===== config.mk =====
export PLATFORM = sky130hd
export DESIGN_NAME = dcache_wbuf
export DESIGN_NICKNAME = d
export VERILOG_FILES = /design/src/rtl/wbuf_pkg.sv /design/src/rtl/wbuf_fifo.sv /design/src/rtl/dcache_wbuf.sv
export SDC_FILE = /design/constraint.sdc
export NUM_CORES = 1
export LEC_CHECK = 0
export CORE_AREA = 8 8 421 423
export CTS_BUF_LIST = sky130_fd_sc_hd__clkbuf_8
export DETAILED_ROUTE_END_ITERATION = 6
export DIE_AREA = 0 0 429 431
export HOLD_SLACK_MARGIN = 0.05
export PLACE_DENSITY = 0.43
export REMOVE_ABC_BUFFERS = 1
export SYNTH_ARGS = -nofsm -noshare
export SYNTH_HDL_FRONTEND = slang
export SYNTH_SLANG_ARGS = --single-unit

===== constraint.sdc =====
create_clock -name clk_i -period 15.7 [get_ports clk_i]
set_input_delay 3.14 -clock clk_i [delete_from_list [all_inputs] [get_ports clk_i]]
set_output_delay 3.14 -clock clk_i [all_outputs]
set_load 0.02 [all_outputs]

===== src/rtl/wbuf_pkg.sv =====
// Shared widths, FSM state encoding and line-address helper for the
// dcache victim write buffer.
package wbuf_pkg;

  localparam int LINE_W   = 256;
  localparam int ADDR_W   = 32;
  localparam int OFFSET_W = 5;
  localparam int TAG_W    = ADDR_W - OFFSET_W;

  typedef enum logic [1:0] {
    ST_IDLE   = 2'd0,
    ST_MEM_WR = 2'd1,
    ST_MEM_RD = 2'd2,
    ST_ACK    = 2'd3
  } wbuf_state_e;

  // A line is identified by the address bits above the byte offset.
  function automatic logic [TAG_W-1:0] line_of(input logic [ADDR_W-1:0] addr);
    return addr[ADDR_W-1:OFFSET_W];
  endfunction

endpackage


===== src/rtl/wbuf_fifo.sv =====
// Victim-line storage for dcache_wbuf: circular queue of DEPTH entries
// (line address, 256-bit data, valid) with a line-address CAM.
// A write whose line hits a valid entry overwrites it in place; otherwise
// it is appended at the tail. Pop always removes the oldest entry.
// The hit data port exists only when WBUF_FWD_EN is defined.
module wbuf_fifo
  import wbuf_pkg::*;
#(
  parameter int DEPTH = 2
) (
  input  logic                  clk_i,
  input  logic                  rst_i,
  input  logic [TAG_W-1:0]      lookup_line_i,
  input  logic                  wr_en_i,
  input  logic [LINE_W-1:0]     wr_data_i,
  input  logic                  pop_i,
  output logic                  hit_o,
`ifdef WBUF_FWD_EN
  output logic [LINE_W-1:0]     hit_data_o,
`endif
  output logic [TAG_W-1:0]      head_line_o,
  output logic [LINE_W-1:0]     head_data_o,
  output logic [$clog2(DEPTH):0] count_o
);

  localparam int PTR_W = $clog2(DEPTH);

  logic [DEPTH-1:0]  valid_q;
  logic [TAG_W-1:0]  line_q [DEPTH];
  logic [LINE_W-1:0] data_q [DEPTH];
  logic [PTR_W-1:0]  wr_ptr_q, rd_ptr_q, hit_idx, wr_idx;
  logic [PTR_W:0]    count_q;
  logic              push;

  // CAM: at most one valid entry can hold a given line, so no priority needed.
  always_comb begin
    hit_o   = 1'b0;
    hit_idx = '0;
    for (int i = 0; i < DEPTH; i++) begin
      if (valid_q[i] && (line_q[i] == lookup_line_i)) begin
        hit_o   = 1'b1;
        hit_idx = PTR_W'(i);
      end
    end
  end

  assign push   = wr_en_i && !hit_o;
  assign wr_idx = hit_o ? hit_idx : wr_ptr_q;

  // Valid bits, pointers and occupancy count.
  always_ff @(posedge clk_i or negedge rst_i) begin
    if (!rst_i) begin
      valid_q  <= '0;
      wr_ptr_q <= '0;
      rd_ptr_q <= '0;
      count_q  <= '0;
    end else begin
      if (push) begin
        valid_q[wr_ptr_q] <= 1'b1;
        wr_ptr_q          <= wr_ptr_q + PTR_W'(1);
      end
      if (pop_i) begin
        valid_q[rd_ptr_q] <= 1'b0;
        rd_ptr_q          <= rd_ptr_q + PTR_W'(1);
      end
      case ({push, pop_i})
        2'b10:   count_q <= count_q + (PTR_W+1)'(1);
        2'b01:   count_q <= count_q - (PTR_W+1)'(1);
        default: count_q <= count_q;
      endcase
    end
  end

  // Entry payload; qualified by valid_q, so it needs no reset.
  always_ff @(posedge clk_i) begin
    if (wr_en_i) begin
      line_q[wr_idx] <= lookup_line_i;
      data_q[wr_idx] <= wr_data_i;
    end
  end

`ifdef WBUF_FWD_EN
  assign hit_data_o = data_q[hit_idx];
`endif
  assign head_line_o = line_q[rd_ptr_q];
  assign head_data_o = data_q[rd_ptr_q];
  assign count_o     = count_q;

endmodule


===== src/rtl/dcache_wbuf.sv =====
// dcache victim write buffer: sits between the dcache controller and data
// memory, absorbing line write-backs and draining them when the CPU side
// is idle. Reads bypass pending drains when WBUF_FWD_EN is defined
// (matching reads are forwarded from the buffer); without it, a read first
// drains the whole buffer and then goes to memory.
//
// state     | meaning
// ----------+-----------------------------------------------------------
// ST_IDLE   | accept CPU request, or start a drain when CPU is quiet
// ST_MEM_WR | writing oldest entry to memory, pop on mem_ack_i
// ST_MEM_RD | reading a line from memory, latch data on mem_ack_i
// ST_ACK    | one-cycle cpu_ack_o; next IDLE cycle ignores cpu_enable_i
module dcache_wbuf
  import wbuf_pkg::*;
#(
  parameter int DEPTH = 2
) (
  input  logic              clk_i,
  input  logic              rst_i,
  input  logic [ADDR_W-1:0] cpu_addr_i,
  input  logic [LINE_W-1:0] cpu_data_i,
  input  logic              cpu_enable_i,
  input  logic              cpu_write_i,
  output logic [LINE_W-1:0] cpu_data_o,
  output logic              cpu_ack_o,
  output logic [ADDR_W-1:0] mem_addr_o,
  output logic [LINE_W-1:0] mem_data_o,
  output logic              mem_enable_o,
  output logic              mem_write_o,
  input  logic [LINE_W-1:0] mem_data_i,
  input  logic              mem_ack_i
);

  localparam int CNT_W = $clog2(DEPTH) + 1;

  wbuf_state_e       state_q, state_d;
  logic              turn_q;
  logic [TAG_W-1:0]  req_line, rd_line_q, head_line;
  logic [LINE_W-1:0] head_data, cpu_data_q;
  logic [CNT_W-1:0]  buf_count;
  logic              buf_empty, buf_full, hit;
  logic              fifo_wr, fifo_pop, ld_rd;
`ifdef WBUF_FWD_EN
  logic [LINE_W-1:0] hit_data;
  logic              fwd_ld;
`endif

  assign req_line  = line_of(cpu_addr_i);
  assign buf_empty = (buf_count == '0);
  assign buf_full  = (buf_count == CNT_W'(DEPTH));

  wbuf_fifo #(
    .DEPTH (DEPTH)
  ) u_fifo (
    .clk_i         (clk_i),
    .rst_i         (rst_i),
    .lookup_line_i (req_line),
    .wr_en_i       (fifo_wr),
    .wr_data_i     (cpu_data_i),
    .pop_i         (fifo_pop),
    .hit_o         (hit),
`ifdef WBUF_FWD_EN
    .hit_data_o    (hit_data),
`endif
    .head_line_o   (head_line),
    .head_data_o   (head_data),
    .count_o       (buf_count)
  );

  // State register plus turnaround flag for the cycle after ACK.
  always_ff @(posedge clk_i or negedge rst_i) begin
    if (!rst_i) begin
      state_q <= ST_IDLE;
      turn_q  <= 1'b0;
    end else begin
      state_q <= state_d;
      turn_q  <= (state_q == ST_ACK);
    end
  end

  // Next state and buffer/latch strobes.
  always_comb begin
    state_d  = state_q;
    fifo_wr  = 1'b0;
    fifo_pop = 1'b0;
    ld_rd    = 1'b0;
`ifdef WBUF_FWD_EN
    fwd_ld   = 1'b0;
`endif
    case (state_q)
      ST_IDLE: begin
        // During turnaround nothing starts, so a held request cannot be
        // taken twice and back-to-back writes are not split by a drain.
        if (!turn_q) begin
          if (cpu_enable_i && cpu_write_i) begin
            if (hit || !buf_full) begin
              fifo_wr = 1'b1;
              state_d = ST_ACK;
            end else begin
              state_d = ST_MEM_WR;
            end
          end else if (cpu_enable_i) begin
`ifdef WBUF_FWD_EN
            if (hit) begin
              fwd_ld  = 1'b1;
              state_d = ST_ACK;
            end else begin
              ld_rd   = 1'b1;
              state_d = ST_MEM_RD;
            end
`else
            if (!buf_empty) begin
              state_d = ST_MEM_WR;
            end else begin
              ld_rd   = 1'b1;
              state_d = ST_MEM_RD;
            end
`endif
          end else if (!buf_empty) begin
            state_d = ST_MEM_WR;
          end
        end
      end
      ST_MEM_WR: begin
        if (mem_ack_i) begin
          fifo_pop = 1'b1;
          state_d  = ST_IDLE;
        end
      end
      ST_MEM_RD: begin
        if (mem_ack_i) state_d = ST_ACK;
      end
      ST_ACK:  state_d = ST_IDLE;
      default: state_d = ST_IDLE;
    endcase
  end

  // Line address of the outstanding memory read.
  always_ff @(posedge clk_i or negedge rst_i) begin
    if (!rst_i)     rd_line_q <= '0;
    else if (ld_rd) rd_line_q <= req_line;
  end

  // Read return register; holds until the next read response.
  always_ff @(posedge clk_i or negedge rst_i) begin
    if (!rst_i) begin
      cpu_data_q <= '0;
    end else if ((state_q == ST_MEM_RD) && mem_ack_i) begin
      cpu_data_q <= mem_data_i;
`ifdef WBUF_FWD_EN
    end else if (fwd_ld) begin
      cpu_data_q <= hit_data;
`endif
    end
  end

  // Downstream request is a pure function of state, so it stays stable
  // through the ack cycle and reads as zero whenever no access is active.
  always_comb begin
    mem_addr_o = '0;
    mem_data_o = '0;
    case (state_q)
      ST_MEM_WR: begin
        mem_addr_o = {head_line, {OFFSET_W{1'b0}}};
        mem_data_o = head_data;
      end
      ST_MEM_RD: mem_addr_o = {rd_line_q, {OFFSET_W{1'b0}}};
      default:   mem_addr_o = '0;
    endcase
  end

  assign mem_enable_o = (state_q == ST_MEM_WR) || (state_q == ST_MEM_RD);
  assign mem_write_o  = (state_q == ST_MEM_WR);
  assign cpu_ack_o    = (state_q == ST_ACK);
  assign cpu_data_o   = cpu_data_q;

endmodule


==> metrics <==
outcome completed; WL/cell 25.7 um; crit path max fanout approximately 120; Setup CP Type reg -> out; Slew headroom 26.5%; Clock Path Buffers 3; worst slew pin tran around 1100 ps; initial antenna violation count 79; nets 3685; final clock skew between 30 and 40 ps; DPL Wire Length approximately 110 mm; Final Critical Period just under 8000 ps; final worst slack 7940 ps; Required @ worst endpoint approximately 13000 ps; Min Hold Slack 501 ps; total power about 9500 uW; max incr delay on CP 780 ps; RSZ-0062 raised after global routing false; DP Cell Count 5195; Layout Cells excl Fill 5527; Placement Setup Slack 7290 ps; Max Fclk ~130 MHz; DR DRC count 0; via count 21.4k; GPL Wtd Cong 0.785; synthesized cell area 33800 um2; Clock transition at path regs about 50 ps; Setup-failing EPs final 0; post-synthesis cell type count 34; Final Cycle Share 49.5%; Core Area 171000 um2; Initial DRC Count approximately 960; TNS Setup 0 ps; via/cell ratio roughly 3.9; # hold bufs at CTS 0; vias in the first global route 23.0k; Arr. time, crit path 4620 ps; CP Cell Sequence buf_12 -> buf_4 -> mux2i_1 -> nor2b_1 -> clkdlybuf4s50_1; # Post-CTS Setup Buffers 0; endpoint class of the critical path primary output; clk_lat worst skew 890 ps; Die Span Y 431 um; max-cap violations 0; PortBufs 1085; Tot GR Track Use 14.7%; yosys warns 0; first-pass GRT wire length 191 mm; area delta synth->final 49.3%; grt ovf 0; I/O pins 1096; CTS tree done; max-slew violations 0; Hold Crit Class reg -> reg; Yosys reg bits 858; CTS Root Cell clkbuf_8; CTS buffer count 166; Power Dens Cells 188 nW/um2; die width 429 um; Clock Sinks 858; layout cells sized above 1 16.6%; post-route ant nets 0; Cells after Synth a little under 2k; Leak 0.0187 uW; Pre-antenna DRT Iters 4; Startpoint Class flop; maximum number of pins on one net before global-route repair 189; Seq/Total Area, Yosys between 70% and 80%; Final Hold Violating Endpoints 0; maximum VDD drop 157 uV; H-tree levels 4; die area 185000 um2; post_cts resized 0; Row Count 152; Worst path slowest cell dfrtp_4; Avg Cell Area, Syn 17.2 um2; Initial Utilization 19.8%; final wirelength 142 mm
final cells by class:
type	instances	area, um2
Timing Repair Buffer	1104	11100
Multi-Input combinational cell	997	9010
Clock inverter	123	676
Fill cell	17300	120000
Inverter	3	11.3
Antenna cell	31	77.6
Clock buffer	178	2450
Sequential cell	858	24300
Tap cell	2233	2790
power breakdown:
| group | leakage [uW] | switching [uW] | internal [uW] | total [uW] |
|---|---|---|---|---|
| clock | 0.00187 | 1020 | 1100 | 2120 |
| sequential | 0.00867 | 257 | 2950 | 3210 |
| combinational | 0.00815 | 2230 | 1900 | 4130 |
through the flow:
stage / utilization, % / cell area [um2]
final: 29.6 / 50400
after global routing: 29.5 / 50400
after CTS: 29.5 / 50300
after detailed placement: 27.7 / 47200
after global placement: 27.7 / 47200
after floorplan: - / 33300
Yosys cell counts:
library cell | count | area (um2)
a21oi_1 | 2 | 10.0
a221o_1 | 1 | 10.0
a22oi_1 | 27 | 203
a41oi_1 | 1 | 8.76
and3b_1 | 1 | 8.76
buf_2 | 58 | 290
buf_4 | 5 | 37.5
buf_6 | 3 | 33.8
clkbuf_1 | 39 | 146
conb_1 | 1 | 3.75
dfrtp_1 | 292 | 7310
edfxtp_1 | 566 | 17000
ha_1 | 6 | 75.1
inv_1 | 3 | 11.3
mux2_2 | 307 | 3460
mux2_4 | 3 | 45.0
mux2i_1 | 256 | 2560
nand2_1 | 4 | 15.0
nand2_4 | 1 | 11.3
nand3_1 | 2 | 10.0
nand3_2 | 1 | 10.0
nand3b_1 | 1 | 7.51
nand4_1 | 10 | 62.6
nor2_1 | 6 | 22.5
nor2b_1 | 285 | 1780
nor3_1 | 1 | 5.00
nor3b_1 | 1 | 7.51
nor4_1 | 8 | 50.1
nor4b_4 | 1 | 23.8
o211ai_1 | 1 | 7.51
o21ai_0 | 6 | 30.0
o31ai_1 | 1 | 7.51
xnor2_1 | 34 | 298
xor2_1 | 25 | 219
registers in the layout, summed over array words and instances (netlist names):
signal / flops
u_fifo.data_q: 512
cpu_data_o: 256
u_fifo.line_q: 54
rd_line_q: 27
state_q: 2
u_fifo.count_o: 2
u_fifo.valid_q: 2
turn_q: 1
u_fifo.rd_ptr_q: 1
u_fifo.wr_ptr_q: 1
critical path: cells and delay by family (launching register included):
family	cells	cell delay (ps)
and+or+nand+nor	1	110
DFF	1	780
muxes	1	710
buffers and inverters	3	2010
routing by layer:
layer / up-vias / track usage [%] / routed length, um
li1: 9585 / - / -
met1: 10700 / 14.7 / 49900
met2: 808 / 26.7 / 75600
met3: 300 / 5.83 / 11000
met4: 0 / 6.85 / 5740
met5: - / 0 / 0
cell families after synthesis:
kind of cell	after synthesis	share of synthesized area (%)
flip-flops	858	72.0
multiplexers	566	18.0
AND/OR/NAND/NOR	322	5.97
buffers and inverters	108	1.54
XOR/XNOR	59	1.53
AO/OA/AOI/OAI	39	0.819
adder cells (fa/ha/maj)	6	0.222
other	1	0.0111
placed cells by master, fill, tap and decap left out, types with 3 or more instances in the layout:
cell                n
clkdlybuf4s50_1  1084
edfxtp_1          566
mux2_2            307
dfrtp_1           291
nor2b_1           285
mux2i_1           256
clkbuf_8          178
inv_1              80
xnor2_1            34
diode_2            31
a22oi_1            27
xor2_1             25
clkinv_1           21
buf_4              12
nand4_1            10
clkinv_2            9
nor4_1              8
buf_12              7
o21ai_0             6
nor2_1              6
conb_1              5
clkinv_8            5
ha_1                4
nand2_1             3
mux2_4              3
bufinv_16           3
path summary, 6_finish.rpt:
| path | start | end | slack (ps) | depth (start not counted) |
|---|---|---|---|---|
| setup / recovery | u_fifo.rd_ptr_q$_DFFE_PN0P_ | mem_data_o[229] | 7940 | 5 |
| hold / removal | cpu_data_o[197]$_DFFE_PN0P_ | cpu_data_o[197]$_DFFE_PN0P_ | 500 | 1 |
| setup reg to reg | u_fifo.line_q[0][4]$_DFFE_PP_ | u_fifo.data_q[0][38]$_DFFE_PP_ | 10820 | 8 |
| hold reg to reg | cpu_data_o[197]$_DFFE_PN0P_ | cpu_data_o[197]$_DFFE_PN0P_ | 500 | 1 |
| max in group asynchronous | rst_i | cpu_data_o[40]$_DFFE_PN0P_ | 11220 | 3 |
| min in group asynchronous | rst_i | rd_line_q[9]$_DFFE_PN0P_ | 2270 | 1 |
(Power assumes the default switching activity.)
